`src/rtl/bcd_ctrl_pkg.sv`:
```
// Shared encodings and helpers for the BCD counter sequencer.
// State codes are fixed by the board-level display and LED decode.
package bcd_ctrl_pkg;

  localparam logic [1:0] ST_IDLE  = 2'b00;
  localparam logic [1:0] ST_RUN   = 2'b01;
  localparam logic [1:0] ST_PAUSE = 2'b10;
  localparam logic [1:0] ST_DONE  = 2'b11;

  localparam logic [3:0]  BCD_MAX    = 4'd9;
  localparam int unsigned DIGITS_DEF = 4;

  // Out-of-range preset nibbles saturate to 9 rather than producing non-BCD codes.
  function automatic logic [3:0] bcd_clamp(input logic [3:0] d);
    return (d > BCD_MAX) ? BCD_MAX : d;
  endfunction

endpackage

```
`src/rtl/bcd_digit.sv`:
```
// Single BCD digit of the up/down counter.
// lim_c reports that an enabled step in the current direction would carry/borrow out.
module bcd_digit
  import bcd_ctrl_pkg::*;
(
  input  logic       clk,
  input  logic       rst,
  input  logic       en,
  input  logic       dir,
  input  logic       wrap_allow,
  input  logic       load,
  input  logic [3:0] ld_val,
  output logic [3:0] q,
  output logic       lim_c
);

  logic [3:0] q_q;
  logic [3:0] q_d;

  assign q     = q_q;
  assign lim_c = dir ? (q_q == BCD_MAX) : (q_q == 4'd0);

  always_comb begin
    q_d = q_q;
    if (load) begin
      q_d = bcd_clamp(ld_val);
    end else if (en) begin
      if (lim_c) begin
        if (wrap_allow) begin
          q_d = dir ? 4'd0 : BCD_MAX;
        end
      end else begin
        q_d = dir ? (q_q + 4'd1) : (q_q - 4'd1);
      end
    end
  end

  always_ff @(posedge clk or negedge rst) begin
    if (!rst) begin
      q_q <= 4'd0;
    end else begin
      q_q <= q_d;
    end
  end

endmodule

```
`src/rtl/bcd_count_ctrl.sv`:
```
// Run/pause/terminal sequencer for the multi-digit BCD counter: prescaler,
// command arbitration (clear > load > stop > start) and terminal-count policy.
module bcd_count_ctrl
  import bcd_ctrl_pkg::*;
#(
  parameter int unsigned CLK_HZ  = 50_000_000,
  parameter int unsigned TICK_HZ = 1,
  parameter int unsigned DIGITS  = DIGITS_DEF
) (
  input  logic                  clk,
  input  logic                  rst,
  input  logic                  start_i,
  input  logic                  stop_i,
  input  logic                  clear_i,
  input  logic                  load_i,
  input  logic [4*DIGITS-1:0]   load_val_i,
  input  logic                  dir_i,
  input  logic                  wrap_en_i,
  output logic [4*DIGITS-1:0]   bcd_o,
  output logic                  tick_o,
  output logic [1:0]            state_o,
  output logic                  done_o
);

  localparam int unsigned W     = 4 * DIGITS;
  localparam int unsigned DIV   = CLK_HZ / TICK_HZ;
  localparam int unsigned CNT_W = (DIV < 2) ? 1 : $clog2(DIV);
  localparam logic [CNT_W-1:0] CNT_LAST = CNT_W'(DIV - 1);

  if (DIV < 2) begin : g_bad_div
    $error("bcd_count_ctrl: CLK_HZ/TICK_HZ must be at least 2");
  end

  logic [1:0]       state_q, state_d;
  logic [CNT_W-1:0] cnt_q, cnt_d;
  logic             tick_q, tick_d;
  logic             done_q, done_d;

  logic             step_c;
  logic             dig_load_c;
  logic [W-1:0]     dig_val_c;
  logic [DIGITS-1:0] lim_c;
  logic [DIGITS-1:0] en_c;
  logic             terminal_c;

  // Every digit sits at its limit for the current direction: 9999.. up, 0000.. down.
  assign terminal_c = &lim_c;

  assign state_o = state_q;
  assign tick_o  = tick_q;
  assign done_o  = done_q;

  // Command arbitration, prescaler and next-state logic.
  always_comb begin
    state_d    = state_q;
    cnt_d      = cnt_q;
    tick_d     = 1'b0;
    done_d     = 1'b0;
    step_c     = 1'b0;
    dig_load_c = 1'b0;
    dig_val_c  = load_val_i;

    if (clear_i) begin
      state_d    = ST_IDLE;
      cnt_d      = '0;
      dig_load_c = 1'b1;
      dig_val_c  = '0;
    end else if (load_i && (state_q != ST_RUN)) begin
      state_d    = ST_IDLE;
      cnt_d      = '0;
      dig_load_c = 1'b1;
    end else begin
      case (state_q)
        ST_RUN: begin
          if (stop_i) begin
            state_d = ST_PAUSE;
            cnt_d   = '0;
          end else if (cnt_q == CNT_LAST) begin
            cnt_d  = '0;
            tick_d = 1'b1;
            if (terminal_c && !wrap_en_i) begin
              state_d = ST_DONE;
              done_d  = 1'b1;
            end else begin
              step_c = 1'b1;
            end
          end else begin
            cnt_d = cnt_q + CNT_W'(1);
          end
        end
        ST_IDLE, ST_PAUSE: begin
          if (start_i) begin
            state_d = ST_RUN;
            cnt_d   = '0;
          end
        end
        default: begin
        end
      endcase
    end
  end

  always_ff @(posedge clk or negedge rst) begin
    if (!rst) begin
      state_q <= ST_IDLE;
      cnt_q   <= '0;
      tick_q  <= 1'b0;
      done_q  <= 1'b0;
    end else begin
      state_q <= state_d;
      cnt_q   <= cnt_d;
      tick_q  <= tick_d;
      done_q  <= done_d;
    end
  end

  // Digit i steps only when the step fires and all lower digits carry/borrow.
  for (genvar i = 0; i < int'(DIGITS); i++) begin : g_digit
    if (i == 0) begin : g_en0
      assign en_c[i] = step_c;
    end else begin : g_enn
      assign en_c[i] = step_c & (&lim_c[i-1:0]);
    end

    bcd_digit u_digit (
      .clk        (clk),
      .rst        (rst),
      .en         (en_c[i]),
      .dir        (dir_i),
      .wrap_allow (wrap_en_i),
      .load       (dig_load_c),
      .ld_val     (dig_val_c[4*i +: 4]),
      .q          (bcd_o[4*i +: 4]),
      .lim_c      (lim_c[i])
    );
  end

endmodule

```
`config.mk`:
```
export PLATFORM = sky130hd
export DESIGN_NAME = bcd_count_ctrl
export DESIGN_NICKNAME = d
export VERILOG_FILES = /design/src/rtl/bcd_ctrl_pkg.sv /design/src/rtl/bcd_digit.sv /design/src/rtl/bcd_count_ctrl.sv
export SDC_FILE = /design/constraint.sdc
export NUM_CORES = 1
export LEC_CHECK = 0
export CORE_MARGIN = 2
export CORE_UTILIZATION = 35
export CTS_CLUSTER_DIAMETER = 150
export DETAILED_ROUTE_END_ITERATION = 12
export GPL_TIMING_DRIVEN = 0
export PLACE_DENSITY = 0.58
export SETUP_SLACK_MARGIN = 0.02
export SYNTH_ARGS = -nofsm -noshare
export SYNTH_HDL_FRONTEND = slang
export SYNTH_HIERARCHICAL = 1
export SYNTH_SLANG_ARGS = --single-unit
```
`constraint.sdc`:
```
create_clock -name clk -period 3 [get_ports clk]
set_clock_uncertainty 0.2 [all_clocks]
set_input_delay 0.6 -clock clk [delete_from_list [all_inputs] [get_ports clk]]
set_output_delay 0.6 -clock clk [all_outputs]
set_load 0.005 [all_outputs]
```
# == Word-level counts from Yosys, hierarchy flattened ==
# Index checks and enable logic that the tools add are counted.
# word_totals
out_inout_bits,20
n_memories,0
word_cells,121
mem_bits_ro,0
mem_bits_rw,0
inputBits,24
regBits,46
latchBits,0
# op_classes
eq_ne,15
div,0
reduce_logical,23
n_mux,59
multipliers,0
bitwise_logic,3
shift,0
add_sub_neg,9
magnitude_cmp,4
# ops
op,n
2-to-1 mux 26 bit,5
2-to-1 mux 4 bit,22
case mux 26 bit (2 select lines),1
"adder 26 x 1 -> 26 bit, second input constant",1
"== test 26 bit, second input constant",1
2-to-1 mux 1 bit,23
"adder 4 x 1 -> 4 bit, second input constant",4
"== test 4 bit, second input constant",4
"greater-than comparator 4 bit, second input constant",4
logical NOT 4 bit,4
2-to-1 mux 16 bit,1
"subtractor 4 x 1 -> 4 bit, second input constant",4
2-to-1 mux 2 bit,6
"inequality test 3 bit, second input constant",4
AND reduction 2 bit,6
"inequality test 5 bit, second input constant",2
AND reduction 4 bit,2
nonzero test 2 bit,4
"inequality test 4 bit, second input constant",1
case mux 2 bit (2 select lines),1
nonzero test 4 bit,1
AND 1 bit,3
AND reduction 3 bit,1
"== test 2 x 1 -> 1 bit, second input constant",1
6 further kinds,7

# == Depth between registers and ports, before layout ==
# Gate-level depths: netlist (run 1).
# depth
ltp_word,13
depth_mapped,10
depth_no_buf,10

# == By module ==
# The synthesis (run 1) kept the hierarchy.
# by_module_without_submodules
module,instances,area_per_inst_um2,seq_area_each_um2,cells_each
bcd_count_ctrl,1,1884.3,750.7,210
bcd_digit,4,365.4,100.1,40

# == Worst setup path after synthesis (run 1) ==
# No wires, ideal clock.
# synth_timing
path_kind,input to register
start,in clear_i
end,reg g_digit[3].u_digit.q_q[0]
path_slack_ns,0.313
required_ns,2.674
setup_ns,0.126
n_path_buf,2
cell_stages,9
arrival_ns,2.360
cell_sequence,buf_2 nand2b_1 or3_1 clkbuf_1 nor3b_2 and4_1 o21a_4 xnor2_1 a21oi_1
# synth_between
elab_chain_cells,4
word_cells_on_any_way,10
cone_classes,1 x order compare; 1 x eq/ne; 5 x mux; 1 x bitwise; 2 x reduce/logical
# synth_lines
item,line_no,source
start: declaration,bcd_count_ctrl.sv:14,"input logic clear_i,"
2-to-1 mux 1 bit,bcd_count_ctrl.sv:63,if (clear_i) begin
named net en_c[0],bcd_count_ctrl.sv:43,logic [DIGITS-1:0] en_c;
AND 1 bit,bcd_count_ctrl.sv:122,assign en_c[i] = step_c & (&lim_c[i-1:0]);
named net en_c[3],bcd_count_ctrl.sv:43,
nonzero test 2 bit (no line),-,
AND reduction 2 bit (no line),-,
end signal: assignment,bcd_digit.sv:42,q_q <= q_d;
end: declaration,bcd_digit.sv:17,logic [3:0] q_q;
# The timed path passes the listed nets, and every way through them passes these cells.
# A chain may end at the register's enable or synchronous reset.

# == Final worst setup path (run 1) ==
# layout_timing
start,reg cnt_q[10]
end,reg g_digit[3].u_digit.q_q[0]
# layout_between
elab_chain_cells,9
# layout_lines
item,line_no,source
start: declaration,bcd_count_ctrl.sv:35,"logic [CNT_W-1:0] cnt_q, cnt_d;"
start signal: assignment,bcd_count_ctrl.sv:111,cnt_q <= cnt_d;
== test 26 bit,bcd_count_ctrl.sv:78,end else if (cnt_q == CNT_LAST) begin
2-to-1 mux 1 bit,bcd_count_ctrl.sv:78,
2-to-1 mux 1 bit,bcd_count_ctrl.sv:75,if (stop_i) begin
2-to-1 mux 1 bit,bcd_count_ctrl.sv:73,case (state_q)
2-to-1 mux 1 bit,bcd_count_ctrl.sv:68,end else if (load_i && (state_q != ST_RUN)) begin
2-to-1 mux 1 bit,bcd_count_ctrl.sv:63,
named net en_c[0],bcd_count_ctrl.sv:43,
AND 1 bit,bcd_count_ctrl.sv:122,
named net en_c[3],bcd_count_ctrl.sv:43,
nonzero test 2 bit (no line),-,
AND reduction 2 bit (no line),-,
# The timed path passes the listed nets, and every way through them passes these cells.

==> flow_summary_export.csv, run 1 <==
group,metric,value,unit
setup_path,path_class,"reg -> reg",
synth,synth_edf_count,0,
synth,synth_top_flop_cell,"dfrtp_1",
timing,max_freq,357,MHz
power_and_ir_drop,ir_drop,0.176,mV
timing,finalSetupViolCount,0,
cells_and_area,drive_gt1_frac,0.109,
grt,grt-ovfl-total,0,
clocking,numClockSinks,46,
setup_path,worst-endpoint-arrival,2780,ps
clocking,cts_buffer_depth,2,
die,die_w,102,µm
synth,syn-num-nets,407,
synth,ys_ff_latch,46,
route,wl,8.30,mm
grt,antenna_found_initial,0,
placement,place_inst,542,
grt,grt_first_pass_wirelength,14.1,mm
clocking,cts_made_buffers,5,
clocking,path_clk_slew,90,ps
grt,grt.total_usage,0.170,
cells_and_area,area_growth,21.4,%
route,viasPerCell,5.45,
synth,ys_warn_count,6,
grt,grt_max_degree,33,
clocking,insertion_delay,300,ps
timing,final-hold-violation-count,0,
setup_path,crit_fanout,8,
timing,tns,0,ps
timing,finalCritPeriodShare,0.933,
route,vias,3003,
synth,postSynthAreaPerCell,9.04,µm²
grt,grt_pass1_vias,2903,
power_and_ir_drop,power,1450,µW
placement,gp_congestion,0.802,
setup_path,critPathLaunchType,"register",
die,start_util,0.362,
power_and_ir_drop,leakagePower,0.00162,µW
die,die_h,102,µm
timing,layout_min_cycle_time,2800,ps
synth,syn-instance-count,370,
cells_and_area,fin_cells,551,
route,drtIter0Drc,114,
placement,hpwl,6.11,mm
timing,maxSlewViolCount,0,
route,drtPass1Iterations,4,
synth,yosys.cell_types.count,59,
route,remaining_drc_errors,0,
power_and_ir_drop,power_density,357,mW/mm²
synth,async_reset_ff_frac,1.00,
timing,hold_ws,107,ps
die,rows,35,
timing,slew_headroom,0.461,
die,core-area,0.00924,mm²
cells_and_area,nets,458,
clocking,cts_tree,"yes",
route,wl_per_cell,15.1,µm
cells_and_area,final_core_util,0.439,
die,ios,44,
cells_and_area,fillerInstances,903,
placement,portBuffers,42,
timing,rsz0062_at_grt,"no",
run_status,status,"finished, final reports clean",
setup_path,endpoint_kind,"register",
min_path,hp-class,"in -> async",
clocking,h-tree-depth,2,
setup_path,crit_required,2980,ps
route,antenna_left,0,
die,die-area,0.0104,mm²
synth,syn_area,0.00335,mm²
job,max-cap-violations,0,
clocking,clock-root-buffer,"clkbuf_8",
synth,ys_seq_area_frac,0.344,
timing,worst_pin_slew,808,ps
cells_and_area,n_antenna_cell,0,
-- cells in the mapped netlist, types with 6 or more instances --
| cell type | count | area [µm²] |
|---|---|---|
| nand3_1 | 29 | 145 |
| a21oi_1 | 21 | 105 |
| nor2_1 | 21 | 78.8 |
| inv_1 | 26 | 97.6 |
| nor3_1 | 7 | 35.0 |
| xnor2_1 | 8 | 70.1 |
| nand2_1 | 20 | 75.1 |
| a21o_1 | 6 | 45.0 |
| o21ai_0 | 18 | 90.1 |
| a31oi_1 | 17 | 106 |
| a22o_1 | 9 | 78.8 |
| and3_1 | 8 | 50.1 |
| dfrtp_1 | 46 | 1150 |
| nor2b_1 | 17 | 106 |
| ha_1 | 9 | 113 |
| nand4_1 | 6 | 37.5 |
| o211ai_1 | 6 | 45.0 |
-- worst max-delay path, cell delays in order, from the launching register on --
cell and delay (ps):
dfrtp_1 390, buf_6 130, or4b_4 540, nor4_4 210, nand4_2 220, nor3b_4 290
and4_1 330, o21a_4 170, xnor2_1 110, a21oi_1 80
-- state kept, by name, summed over array words and instances (netlist names) --
signal	cells
tick_o	1
state_o	2
cnt_q	26
done_o	1
g_digit.u_digit/q	16
-- through the flow --
step                      instance area, µm²  worst slack (ps)
after global routing                    4060              36.0
after global placement                  3930             -1400
final                                   4060               201
after floorplan                         3350               313
after CTS                               4050               150
after detailed placement                3950             -1430
-- routing by layer --
| metal | up-vias | global-route usage | routed length [µm] |
|---|---|---|---|
| met5 | - | 0 | 0 |
| met4 | 0 | 0.0541 | 119 |
| li1 | 1480 | - | - |
| met3 | 8 | 0.0290 | 374 |
| met2 | 76 | 0.259 | 3810 |
| met1 | 1439 | 0.245 | 3990 |
-- cells by family (layout without fill, tap and decap cells) --
family                     after synthesis  in the layout  synth area share
adders and majority gates               13             13            0.0576
muxes                                    1              1           0.00299
and+or+nand+nor                        147            147             0.261
AOI/OAI and AO/OA                      114            114             0.252
xor gates and xnor gates                13             13            0.0340
buffers and inverters                   36             88            0.0490
DFF                                     46             46             0.344
-- final timing paths --
kind | cells past startpoint | start | slack [ps] | to
max | 9 | cnt_q[10]$_DFFE_PN0P_ | 200 | g_digit[3].u_digit/q[0]$_DFFE_PN0P_
min | 1 | rst | 110 | cnt_q[18]$_DFFE_PN0P_
max reg2reg | 9 | cnt_q[10]$_DFFE_PN0P_ | 200 | g_digit[3].u_digit/q[0]$_DFFE_PN0P_
min reg2reg | 1 | cnt_q[20]$_DFFE_PN0P_ | 300 | cnt_q[20]$_DFFE_PN0P_
max in group asynchronous | 2 | rst | 1970 | state_o[1]$_DFFE_PN0P_
min in group clk | 1 | cnt_q[20]$_DFFE_PN0P_ | 300 | cnt_q[20]$_DFFE_PN0P_
-- layout make-up --
type	instances	area [µm²]	share of cell area
sequential	46	1150	0.284
timing repair buffer	44	448	0.110
buffer	10	66.3	0.0163
clock buffer	7	86.3	0.0213
clock inverter	1	5.00	0.00123
multi-input combinational	288	2040	0.504
tap	129	161	0.0398
inverter	26	97.6	0.0240
-- what timing repair did --
action | in CTS | in global routing
pin swaps | 1 | 0
setup endpoints to repair | 18 | 2
hold buffers | 0 | 0
setup buffers | 1 | 0
resized for setup | 7 | 1
-- report_power, final --
| part | internal (µW) | leakage, µW | switching [µW] | total, µW |
|---|---|---|---|---|
| logic | 176 | 0.000947 | 181 | 356 |
| clock network | 187 | 0.0000482 | 221 | 408 |
| registers | 645 | 0.000623 | 41.4 | 686 |
-- cells in the final DEF, fill, tap and decap left out, drive strengths merged, types with 5 or more instances in the layout --
cell type,Yosys,routed
o21a,9,9
clkdlybuf4s50,0,40
ha,9,9
nand2,20,20
nor3,8,8
nor2,21,21
xnor2,8,8
nand4,7,7
a22o,9,9
nand3,30,30
clkbuf,4,11
nand3b,5,5
buf,6,10
dfrtp,46,46
o211ai,6,6
nor2b,17,17
and3,9,9
a31oi,17,17
inv,26,26
a21o,6,6
nor3b,6,6
a21oi,27,27
o21ai,23,23
xor2,5,5
(Power assumes the default switching activity.)
==> run 2, diff against run 1 <==
--- a/config.mk
+++ b/config.mk
@@ -7,7 +7,6 @@
 export LEC_CHECK = 0
 export CORE_MARGIN = 2
 export CORE_UTILIZATION = 35
-export CTS_CLUSTER_DIAMETER = 150
 export DETAILED_ROUTE_END_ITERATION = 12
 export GPL_TIMING_DRIVEN = 0
 export PLACE_DENSITY = 0.58
==> results of run 2 <==
Final layout, timing and power as in run 1 (identical DEF).
==> run 3, diff against run 2 <==
--- a/config.mk
+++ b/config.mk
@@ -5,11 +5,13 @@
 export SDC_FILE = /design/constraint.sdc
 export NUM_CORES = 1
 export LEC_CHECK = 0
-export CORE_MARGIN = 2
-export CORE_UTILIZATION = 35
+export CELL_PAD_IN_SITES_DETAIL_PLACEMENT = 1
+export CELL_PAD_IN_SITES_GLOBAL_PLACEMENT = 1
+export CORE_MARGIN = 4
+export CORE_UTILIZATION = 43
 export DETAILED_ROUTE_END_ITERATION = 12
 export GPL_TIMING_DRIVEN = 0
-export PLACE_DENSITY = 0.58
+export PLACE_DENSITY = 0.84
 export SETUP_SLACK_MARGIN = 0.02
 export SYNTH_ARGS = -nofsm -noshare
 export SYNTH_HDL_FRONTEND = slang
==> run 3 against run 2 <==
  * Cell count decreased by 5.1%
  * Sequential power about the same
  * Cell area decreased by 0.37%
  * Die area decreased by 11%
  * Highest routed layer unchanged
  * Wire length increased by 13%
  * Non-clock buffer count increased by 2
  * Critical path type unchanged
  * Utilization increased by 11 points
  * First-iteration DRC count increased by 39%
  * Combinational power increased by 3%
  * Global-route usage increased by 4.7 points
==> flow_summary_export.csv, run 3 (synthesis results as in run 1) <==
group,metric,value,unit
run_status,status,"finished, final reports clean",
min_path,hold_path_end,"cnt_q[22]$_DFFE_PN0P_",
clocking,cts_made_buffers,5,
timing,setup_ws,183,ps
cells_and_area,n_antenna_cell,0,
timing,finalSetupViolCount,0,
die,start_util,0.452,
placement,placed_cell_area,0.00391,mm²
cells_and_area,most-common-layout-cells,"dfrtp_1 (45), clkdlybuf4s50_1 (40), nand3_1 (29)",
route,drtPass1Iterations,4,
route,remaining_drc_errors,0,
route,viasPerCell,5.96,
setup_path,r2r_start,"cnt_q[10]$_DFFE_PN0P_",
placement,hpwl,6.95,mm
timing,maxSlewViolCount,0,
timing,finalCritPeriodShare,0.939,
cells_and_area,fin_cells,523,
setup_path,r2r-end,"g_digit[2].u_digit/q[0]$_DFFE_PN0P_",
grt,grt_max_degree,34,
cells_and_area,nets,460,
clocking,cts_buffer_depth,2,
timing,final-hold-violation-count,0,
min_path,min_path_cells,1,
clocking,path_clk_slew,90,ps
setup_path,crit_path_max_incr_delay,540,ps
setup_path,critPathLaunchType,"register",
route,drtIter0Drc,158,
route,wl,9.37,mm
timing,worst_pin_slew,859,ps
setup_path,path_class,"reg -> reg",
cells_and_area,fin_area,0.00405,mm²
grt,grt.total_usage,0.217,
job,max-cap-violations,0,
power_and_ir_drop,power_density,364,mW/mm²
timing,slew_headroom,0.426,
timing,hold_ws,321,ps
setup_path,worst-path-buf-inv,2,
timing,layout_min_cycle_time,2820,ps
min_path,min_from,"cnt_q[22]$_DFFE_PN0P_",
min_path,hp-class,"reg -> reg",
placement,pre_cts_ws,-1420,ps
setup_path,crit_required,2990,ps
clocking,numClockSinks,46,
placement,portBuffers,42,
die,rows,31,
placement,gp_congestion,0.805,
timing,rsz0062_at_grt,"no",
grt,antenna_found_initial,0,
die,die_w,96.2,µm
setup_path,crit_fanout,8,
route,vias,3119,
setup_path,cp_slowest_cell,"or4b_4",
clocking,insertion_delay,310,ps
grt,grt_pass1_vias,3136,
route,antenna_left,0,
grt,grt-ovfl-total,0,
setup_path,reg2regPathDepth,10,
cells_and_area,largest_register,"cnt_q",
setup_path,worst-endpoint-arrival,2810,ps
power_and_ir_drop,leakagePower,0.00163,µW
grt,grt_first_pass_wirelength,15.8,mm
cells_and_area,final_core_util,0.546,
die,die_h,96.2,µm
cells_and_area,area_growth,20.9,%
power_and_ir_drop,ir_drop,0.216,mV
clocking,cts_tree,"yes",
clocking,clock-root-buffer,"clkbuf_8",
placement,place_inst,512,
setup_path,critical_path.cell_chain,"buf_6 -> or4b_4 -> nor4_4 -> nand4_4 -> nor3b_4 -> buf_4 -> and3_2 -> o21a_4 -> xnor2_1 -> a21oi_1",
clocking,h-tree-depth,2,
die,ios,44,
setup_path,cp_top_family,"simple AND/OR/NAND/NOR gates",
timing,max_freq,355,MHz
setup_path,reg2reg_slack,180,ps
die,die-area,0.00926,mm²
cells_and_area,drive_gt1_frac,0.116,
die,core-area,0.00741,mm²
cells_and_area,largest_reg_flops,26,
route,wl_per_cell,17.9,µm
setup_path,endpoint_kind,"register",
cells_and_area,final_common_cell,"dfrtp_1",
setup_path,cp.depth,10,
[run 3: cell types whose count changed in the layout (fill, tap and decap cells not counted), sizes merged]
cell         previous run  this run
clkinvlp                0         1
dlygate4sd3             0         1
inv                    26        27
buf                    10        11
clkbuf                 11         9
[run 3: area by class of cell]
type | instances | area [µm²]
clock buffer | 5 | 68.8
fill | 872 | 3360
buffer | 10 | 66.3
tap | 99 | 124
sequential | 46 | 1150
inverter | 26 | 97.6
multi-input combinational | 288 | 2050
timing repair buffer | 46 | 458
clock inverter | 3 | 25.0
[run 3: worst register-to-register path, delay by kind of cell, from the launching register on]
family,cells,cell delay (ps)
AO/OA/AOI/OAI,2,240
XOR/XNOR,1,110
AND/OR/NAND/NOR,5,1470
buffers and inverters,2,290
flip-flops,1,380
[run 3: routing by layer]
layer / global-route usage / wire length [µm] / vias up
li1: - / - / 1485
met5: 0 / 0 / -
met4: 0.0545 / 90 / 0
met1: 0.304 / 4370 / 1562
met2: 0.354 / 4570 / 66
met3: 0.0281 / 343 / 6
[run 3: repair_timing]
action / CTS / global route
hold buffers: 1 / 0
hold endpoints to repair: 1 / 0
buffers inserted: 2 / 0
resized for setup: 6 / 5
pin swaps: 1 / 0
endpoints found under the setup margin: 18 / 12
[run 3: metrics by stage]
step / TNS (ps) / power, µW
6_report: 0 / 1470
5_1_grt: 0 / 1560
4_1_cts: 0 / 1490
3_5_place_dp: -20370 / 1070
3_3_place_gp: -32440 / 1050
2_1_floorplan: 0 / 901
[run 3: worst max-delay path by stage]
stage                           from                             endpoint
2_1_floorplan                clear_i  g_digit[3].u_digit/q[0]$_DFFE_PN0P_
3_3_place_gp                   dir_i  g_digit[3].u_digit/q[0]$_DFFE_PN0P_
3_5_place_dp                   dir_i  g_digit[3].u_digit/q[0]$_DFFE_PN0P_
4_1_cts                        dir_i  g_digit[2].u_digit/q[0]$_DFFE_PN0P_
5_1_grt         cnt_q[0]$_DFFE_PN0P_  g_digit[2].u_digit/q[0]$_DFFE_PN0P_
6_report       cnt_q[10]$_DFFE_PN0P_  g_digit[2].u_digit/q[0]$_DFFE_PN0P_
[run 3: power breakdown]
| group | internal [µW] | total, µW | switching (µW) |
|---|---|---|---|
| combinational | 177 | 367 | 190 |
| sequential | 645 | 688 | 43.3 |
| clock | 169 | 416 | 247 |
| total | 991 | 1470 | 481 |
